### src/rtl/muldiv_pkg.sv
// Shared definitions for the EX-stage multiply/divide unit: op encodings,
// FSM state encoding, step count and counter width, plus a small
// conditional-negate helper used for operand magnitudes and sign fix-up.
package muldiv_pkg;

    // Operation encodings on the op input.
    localparam logic [1:0] OP_MULT  = 2'b00;
    localparam logic [1:0] OP_MULTU = 2'b01;
    localparam logic [1:0] OP_DIV   = 2'b10;
    localparam logic [1:0] OP_DIVU  = 2'b11;

    // FSM state type and encodings.
    typedef logic [1:0] state_t;
    localparam state_t ST_IDLE = 2'd0;
    localparam state_t ST_RUN  = 2'd1;
    localparam state_t ST_FIX  = 2'd2;
    localparam state_t ST_DONE = 2'd3;

    // One datapath step per operand bit.
    localparam int STEP_COUNT = 32;
    localparam int CNT_W      = 6;

    // Two's-complement negate when neg is set, pass-through otherwise.
    function automatic logic [31:0] cond_neg32(input logic [31:0] x, input logic neg);
        return neg ? (~x + 32'd1) : x;
    endfunction

endpackage

### src/rtl/muldiv_step.sv
// One iteration of the iterative multiply/divide datapath on a 64-bit
// accumulator. Multiply: shift-add with the multiplier in the low half.
// Divide (only when MULDIV_DIV_EN is defined): restoring subtract-shift with
// the dividend entering from the low half and quotient bits shifted in at bit 0.
module muldiv_step
    import muldiv_pkg::*;
(
    input  logic [63:0] acc_i,
    input  logic [31:0] opnd_i,
`ifdef MULDIV_DIV_EN
    input  logic        is_div_i,
`endif
    output logic [63:0] acc_o
);

    logic [32:0] sum;
`ifdef MULDIV_DIV_EN
    logic [31:0] rem_sub;
`endif

    // Compute the next accumulator value for the selected operation.
    always_comb begin
        // Multiply: add multiplicand into the high half when the current
        // multiplier bit is set, then shift right keeping the carry.
        sum   = {1'b0, acc_i[63:32]} + {1'b0, opnd_i};
        acc_o = acc_i[0] ? {sum, acc_i[31:1]} : {1'b0, acc_i[63:1]};
`ifdef MULDIV_DIV_EN
        // Divide: the shifted partial remainder is acc_i[63:31]; when it
        // covers the divisor the 32-bit difference is exact because the
        // result is always below the divisor.
        rem_sub = acc_i[62:31] - opnd_i;
        if (is_div_i) begin
            if (acc_i[63:31] >= {1'b0, opnd_i}) begin
                acc_o = {rem_sub, acc_i[30:0], 1'b1};
            end else begin
                acc_o = {acc_i[62:0], 1'b0};
            end
        end
`endif
    end

endmodule

### src/rtl/ex_muldiv.sv
// EX-stage iterative multiply/divide unit producing MIPS-style HI/LO.
// FSM: IDLE -> RUN (32 steps) -> FIX (sign correction) -> DONE -> IDLE.
// Build option: define MULDIV_DIV_EN to include the divide datapath;
// without it DIV/DIVU requests are ignored.
//
// Handshake: start is sampled on a rising edge only while busy is low; an
// accepted start holds busy high until the cycle after the one-cycle done
// pulse. There is no queuing: start while busy is dropped. flush aborts
// anything in flight (and wins over start) without touching hi/lo.
module ex_muldiv
    import muldiv_pkg::*;
(
    input  logic        clk,
    input  logic        rst_n,
    input  logic        start,
    input  logic [1:0]  op,
    input  logic [31:0] a,
    input  logic [31:0] b,
    input  logic        flush,
    output logic        busy,
    output logic        done,
    output logic [31:0] hi,
    output logic [31:0] lo
);

    state_t           state_q, state_d;
    logic [CNT_W-1:0] cnt_q, cnt_d;
    logic [63:0]      acc_q, acc_d, step_acc;
    logic [31:0]      opnd_q, opnd_d;
    logic             sa_q, sa_d, sb_q, sb_d;
    logic [31:0]      hi_q, hi_d, lo_q, lo_d;
    logic             op_signed, op_is_div, launch;
    logic [31:0]      mag_a, mag_b;
    logic [63:0]      prod_fix;
    logic [31:0]      fix_hi, fix_lo;
`ifdef MULDIV_DIV_EN
    logic             div_q, div_d;
`endif

    // Decode the request and form operand magnitudes for the launch edge.
    always_comb begin
        op_signed = (op == OP_MULT) || (op == OP_DIV);
        op_is_div = (op == OP_DIV) || (op == OP_DIVU);
        mag_a     = cond_neg32(a, op_signed & a[31]);
        mag_b     = cond_neg32(b, op_signed & b[31]);
`ifdef MULDIV_DIV_EN
        launch    = start & ~flush;
`else
        launch    = start & ~flush & ~op_is_div;
`endif
    end

    muldiv_step u_step (
        .acc_i    (acc_q),
        .opnd_i   (opnd_q),
`ifdef MULDIV_DIV_EN
        .is_div_i (div_q),
`endif
        .acc_o    (step_acc)
    );

    // Sign correction of the raw magnitude result, evaluated during FIX.
    always_comb begin
        prod_fix = (sa_q ^ sb_q) ? (~acc_q + 64'd1) : acc_q;
        fix_hi   = prod_fix[63:32];
        fix_lo   = prod_fix[31:0];
`ifdef MULDIV_DIV_EN
        if (div_q) begin
            // Quotient follows sign(a)^sign(b); remainder follows sign(a).
            fix_lo = cond_neg32(acc_q[31:0], sa_q ^ sb_q);
            fix_hi = cond_neg32(acc_q[63:32], sa_q);
            // Divide by zero: remainder already carries a, quotient is all ones.
            if (opnd_q == 32'd0) begin
                fix_lo = 32'hFFFF_FFFF;
            end
        end
`endif
    end

    // Next-state logic for the FSM, step counter, datapath and HI/LO.
    always_comb begin
        state_d = state_q;
        cnt_d   = cnt_q;
        acc_d   = acc_q;
        opnd_d  = opnd_q;
        sa_d    = sa_q;
        sb_d    = sb_q;
        hi_d    = hi_q;
        lo_d    = lo_q;
`ifdef MULDIV_DIV_EN
        div_d   = div_q;
`endif
        case (state_q)
            ST_IDLE: begin
                if (launch) begin
                    state_d = ST_RUN;
                    cnt_d   = '0;
                    sa_d    = op_signed & a[31];
                    sb_d    = op_signed & b[31];
`ifdef MULDIV_DIV_EN
                    div_d   = op_is_div;
                    if (op_is_div) begin
                        acc_d  = {32'd0, mag_a};
                        opnd_d = mag_b;
                    end else begin
                        acc_d  = {32'd0, mag_b};
                        opnd_d = mag_a;
                    end
`else
                    acc_d   = {32'd0, mag_b};
                    opnd_d  = mag_a;
`endif
                end
            end
            ST_RUN: begin
                acc_d = step_acc;
                cnt_d = cnt_q + 1'b1;
                if (cnt_q == CNT_W'(STEP_COUNT - 1)) begin
                    state_d = ST_FIX;
                end
            end
            ST_FIX: begin
                state_d = ST_DONE;
                hi_d    = fix_hi;
                lo_d    = fix_lo;
            end
            ST_DONE: begin
                state_d = ST_IDLE;
            end
            default: begin
                state_d = ST_IDLE;
            end
        endcase
        // Squash: back to IDLE with HI/LO untouched and no done pulse.
        if (flush) begin
            state_d = ST_IDLE;
            hi_d    = hi_q;
            lo_d    = lo_q;
        end
    end

    // State registers with asynchronous active-low reset.
    always_ff @(posedge clk or negedge rst_n) begin
        if (!rst_n) begin
            state_q <= ST_IDLE;
            cnt_q   <= '0;
            acc_q   <= '0;
            opnd_q  <= '0;
            sa_q    <= 1'b0;
            sb_q    <= 1'b0;
            hi_q    <= '0;
            lo_q    <= '0;
`ifdef MULDIV_DIV_EN
            div_q   <= 1'b0;
`endif
        end else begin
            state_q <= state_d;
            cnt_q   <= cnt_d;
            acc_q   <= acc_d;
            opnd_q  <= opnd_d;
            sa_q    <= sa_d;
            sb_q    <= sb_d;
            hi_q    <= hi_d;
            lo_q    <= lo_d;
`ifdef MULDIV_DIV_EN
            div_q   <= div_d;
`endif
        end
    end

    assign busy = (state_q != ST_IDLE);
    assign done = (state_q == ST_DONE);
    assign hi   = hi_q;
    assign lo   = lo_q;

endmodule

### config.mk
export PLATFORM = sky130hd
export DESIGN_NAME = ex_muldiv
export DESIGN_NICKNAME = d
export VERILOG_FILES = /design/src/rtl/muldiv_pkg.sv /design/src/rtl/muldiv_step.sv /design/src/rtl/ex_muldiv.sv
export SDC_FILE = /design/constraint.sdc
export NUM_CORES = 1
export LEC_CHECK = 0
export ABC_AREA = 1
export BUFFER_PORTS_ARGS = -buffer_cell sky130_fd_sc_hd__buf_2
export CORE_MARGIN = 2
export CORE_UTILIZATION = 35
export DETAILED_ROUTE_END_ITERATION = 7
export SYNTH_ARGS = -nofsm -noshare
export SYNTH_HDL_FRONTEND = slang
export SYNTH_SLANG_ARGS = --single-unit
### constraint.sdc
create_clock -name clk -period 4.8 [get_ports clk]
set_clock_uncertainty 0.1 [all_clocks]
set_input_delay 0.24 -clock clk [delete_from_list [all_inputs] [get_ports clk]]
set_output_delay 0.24 -clock clk [all_outputs]
set_load 0.02 [all_outputs]
Word level (Yosys, flattened, before mapping)
Cells that the tools add are included.

Add/sub/neg operators: 5. Multipliers: 0. Divide/modulo/power cells: 0. $lt $le $gt $ge: 0. Equal/unequal tests: 9. Shift operators: 0. Multiplexer cells: 12. Bitwise logic cells: 10. Reductions and logical operators: 10.

Operators by type and width (count): 64-bit two-way mux (3); 64-bit case mux with 2 select lines (1); 32-bit by 1-bit adder with 32-bit output, second input constant (2); 64-bit by 1-bit adder with 64-bit output, second input constant (1); 32-bit two-way mux (2); 32-bit inverter (2); 64-bit inverter (1); 32-bit by 32-bit adder with 33-bit output (1); 6-bit case mux with 2 select lines (1); 2-bit == test, second input constant (4); 2-bit case mux with 4 select lines (1); 2-bit AND reduction (4); 6-bit by 1-bit adder with 6-bit output, second input constant (1); 6-bit by 5-bit == test with 1-bit output, second input constant (1); 2-bit two-way mux (3); 6-bit two-way mux (1); 3-bit != test, second input constant (2); 1-bit AND (4); 2-bit logical NOT (2); 2-bit nonzero test (2); 2-bit by 1-bit == test with 1-bit output, second input constant (1); 1-bit logical OR (2); 2-bit != test, second input constant (1); 1-bit inverter (2); 1-bit XOR (1).

Bits in registers: 170. Bits in latches: 0. Memory bits (writable): 0. Memory bits (read-only): 0. Bits of input ports: 70. Output and inout bits: 66. Logic and storage cells: 54. Memories: 0.

Depth between registers and ports, before layout
Depth in word-level cells: 7. Mapped depth: 15. Depth with buffers taken out: 15.

Cells and area by module
A second synthesis with hierarchy kept.

Cell total of the unflattened synthesis: 2157. Area total of the unflattened synthesis: 13770.7 µm².

By module, submodules not included: ex_muldiv (times used 1, cells an instance 1541, area each 10754.1 µm²); muldiv_step (times used 1, cells an instance 616, area each 3016.6 µm²).

Worst setup path before layout
No wires, ideal clock.

Path kind: reg2reg. Start: register acc_q[0]. End: register hi_q[0] (netlist: hi[0]). Data arrival time: 1937 ps. Data required time: 4570 ps. Path slack: 2633 ps. Stages on the path, launching flop included: 13. Path buffers: 2. Period minus slack after synthesis: 2167 ps. Cell sequence: dfrtp_1 > inv_2 > buf_2 > clkbuf_1 > ha_1 > nand2_1 > nor2_4 > nand3_4 > nand2_8 > nand3_2 > nor2_2 > xor2_1 > o21ai_1.

Longest elaborated chain between the ends: 3.

Ends and longest elaborated chain: start: declaration (RTL line ex_muldiv.sv:28) `logic [63:0] acc_q, acc_d, step_acc;`; start signal: assignment (RTL line ex_muldiv.sv:147) `acc_q <= '0;`; start signal: assignment (RTL line ex_muldiv.sv:159) `acc_q <= acc_d;`; 64-bit inverter (RTL line ex_muldiv.sv:64) `prod_fix = (sa_q ^ sb_q) ? (~acc_q + 64'd1) : acc_q;`; 64-bit by 1-bit adder with 64-bit output (RTL line ex_muldiv.sv:64); 64-bit two-way mux (RTL line ex_muldiv.sv:64); end signal: assignment (RTL line ex_muldiv.sv:163) `hi_q <= hi_d;`; end: declaration (RTL line ex_muldiv.sv:31) `logic [31:0] hi_q, hi_d, lo_q, lo_d;`.

No other way between the ends. A chain may end at the register's enable or synchronous reset.

Final worst setup path
Start: register acc_q[0]. End: register hi_q[16] (netlist: hi[16]).

Same word-level chain as after synthesis.

==> run summary <==
Outcome - completed
Fin. Hold Viols - 0
Die Ht - 202 um
Die W - 202 um
Initial antenna violation count - 0
Power after layout - 10100 uW
Initial Util - 35.4%
Cts repair resizes - 0
IO buf count - 135
Cts bufs inserted - 17
Highest Signal Layer - met4
Synthesized net count - 2295
Vias in the first global route - 13303
Hold path depth - 3
PwrDens - 654 nW/um2
Floorplan row count - 72
Post-CTS Setup Repair Bufs - 0
Crit path time final - 3.27 ns
Non-Filler Instances - 2821
Final Max Tran Viols - 0
Flop2flop setup slack - 1.53 ns
Post-Synthesis Cells - 2184
Post-DR vias/cell - 5.04
Number of diodes - 0
CP max FO - 38
Max-cap check violation count - 0
Routability congestion estimate - 0.940
Post-route ant nets - 0
Critical path class - reg -> reg
Drt initial violations - 1160
Synth Area per Inst - 6.26 um2
Commonest non-fill, non-tap cell in the layout - nand2_1
Clk pin slew, worst setup/hold paths - 0.07 ns
HPWL after detailed placement - 36600 um
Met2 WL - 19000 um
Worst-margin pin slew - 1.13 ns
Worst-Skew Late Latency - 0.45 ns
Inst Count DP - 2783
GRT overflow - 0
Routed len/inst - 16.3 um
Htree depth - 4
Share of cells above drive strength 1 - 10.9%
Final critical-path share of the clock period - 68.1%
Fin Setup TNS - 0 ns
Ys Warns - 0
FF+latch count, synth - 170
Seq/Total Area, Yosys - 31.1%
CP arrival - 3.50 ns
HP Start - a[17]
Die area - 40700 um2
Wire length on met1 - 23000 um
Pleak - 0.00802 uW
Max-Slew Margin vs Limit - 24.5%
# clock sinks - 170
Nets - 2403
DRC - 0
Synth unique cells - 49
Worst setup SP type - flip-flop
F_max - 306 MHz
R2r endpoint - hi[16]$_DFFE_PN0P_
Routed WL - 46000 um
Clk buf depth - 2
Worst r2r path cells - 13
Worst-case vdd ir drop - 0.000227 V
Root Buffer - clkbuf_16
First-pass GRT wire length - 73200 um
# IOs - 136
Setup-failing EPs final - 0
Met3 wire len - 2960 um
DRT Pass-1 Iters - 6
Total Routing Usage GR - 22.9%
Worst hold-check path type - in -> reg
Commonest non-fill, non-tap cells in the layout - 750 x nand2_1, 253 x inv_1, 229 x nor2_1, 197 x nand3_1, 170 x dfrtp_1
Mapped Area - 13700 um2
Core area - 38600 um2
RSZ-0062 raised after global routing - no
Area delta synth->final - 13.3%
Via Count - 14207
Hold endpoint - opnd_q[17]$_DFFE_PN0P_
Crit end category - flip-flop
Largest net degree at the start of global routing - 84
CTS tree - yes
Reg2reg start - acc_q[0]$_DFFE_PN0P_
CP Data Required Time - 5.03 ns
-- per-layer routing --
metal  up-vias  GRT usage [%]
li1       7173              -
met1      6468           34.8
met3        56           2.96
met2       510           33.5
met4         0           6.80
met5         -              0
-- registers in the layout (all words and copies together) (netlist names) --
name / flops
cnt_q: 6
hi: 32
acc_q: 64
lo: 32
sa_q: 1
sb_q: 1
opnd_q: 32
state_q: 2
-- cell usage after synthesis, drive strengths merged --
library cell,number,area (um2)
buf,34,184
inv,273,1030
a22oi,5,37.5
o22ai,3,18.8
nand4,21,131
a31oi,5,31.3
ha,40,500
a21boi,1,7.51
xor2,54,473
fa,1,20.0
a21o,3,22.5
xnor2,3,26.3
and2,7,43.8
clkbuf,27,101
o21a,3,22.5
nand3,206,1100
o21ai,160,842
o31ai,3,22.5
mux2i,1,10.0
o21bai,4,30.0
o211ai,9,67.6
nor2,257,1100
or2,11,68.8
nor4,1,6.26
dfrtp,170,4250
nor3,19,100
a21oi,98,490
nand3b,4,30.0
nand2,761,2910
-- how the worst max path moves through the flow --
stage,cells past startpoint,to,startpoint
after detailed placement,13,hi[30]$_DFFE_PN0P_,acc_q[0]$_DFFE_PN0P_
after global placement,13,hi[30]$_DFFE_PN0P_,acc_q[0]$_DFFE_PN0P_
after floorplan,12,hi[0]$_DFFE_PN0P_,acc_q[0]$_DFFE_PN0P_
final,13,hi[16]$_DFFE_PN0P_,acc_q[0]$_DFFE_PN0P_
after global routing,13,hi[22]$_DFFE_PN0P_,acc_q[0]$_DFFE_PN0P_
after CTS,13,hi[22]$_DFFE_PN0P_,acc_q[0]$_DFFE_PN0P_
-- where the power goes --
group,internal (uW),switching [uW]
combinational,1810,4020
clock,895,603
sequential,2060,735
total,4760,5360
-- critical path: stages (launching register included) --
cell     delay (ns)
dfrtp_1        0.80
inv_2          0.71
ha_1           0.28
nand2_1        0.11
nor2_4         0.14
nand2_1        0.10
nor3_1         0.35
nand2_1        0.13
nand2_1        0.08
nand2_1        0.05
nand2_1        0.05
nand2_1        0.08
nand2_1        0.08
nand2_1        0.07
-- through the flow --
stage	worst slack, ns	util (%)	instance area (um2)	hold slack [ns]
after floorplan	2.63	-	13700	-0.156
after global placement	1.63	38.3	14800	0.253
after detailed placement	1.57	38.3	14800	0.257
after CTS	1.55	40.1	15500	0.0159
after global routing	1.23	40.1	15500	0.0392
final	1.53	40.1	15500	0.0364
-- final cells by class --
type | instances | area [um2]
sequential | 170 | 4250
multi-input combinational | 1680 | 8120
clock buffer | 20 | 457
fill | 4223 | 23200
clock inverter | 10 | 166
inverter | 273 | 1030
timing repair buffer | 150 | 815
tap | 518 | 648
-- logic make-up after synthesis --
logic type      after synthesis  share of synthesized area [%]
mux                           1                         0.0732
compound gates              294                           11.6
flops                       170                           31.1
simple gates               1287                           40.1
buf+inv                     334                           9.60
fa+ha+maj                    41                           3.81
xor+xnor                     57                           3.65
-- what timing repair did --
action / in CTS / in global routing
hold endpoints to repair: 88 / 0
hold buffers: 8 / 0
endpoints found under the setup margin: 0 / 0
Note: power is estimated with default switching activity, not from simulation.
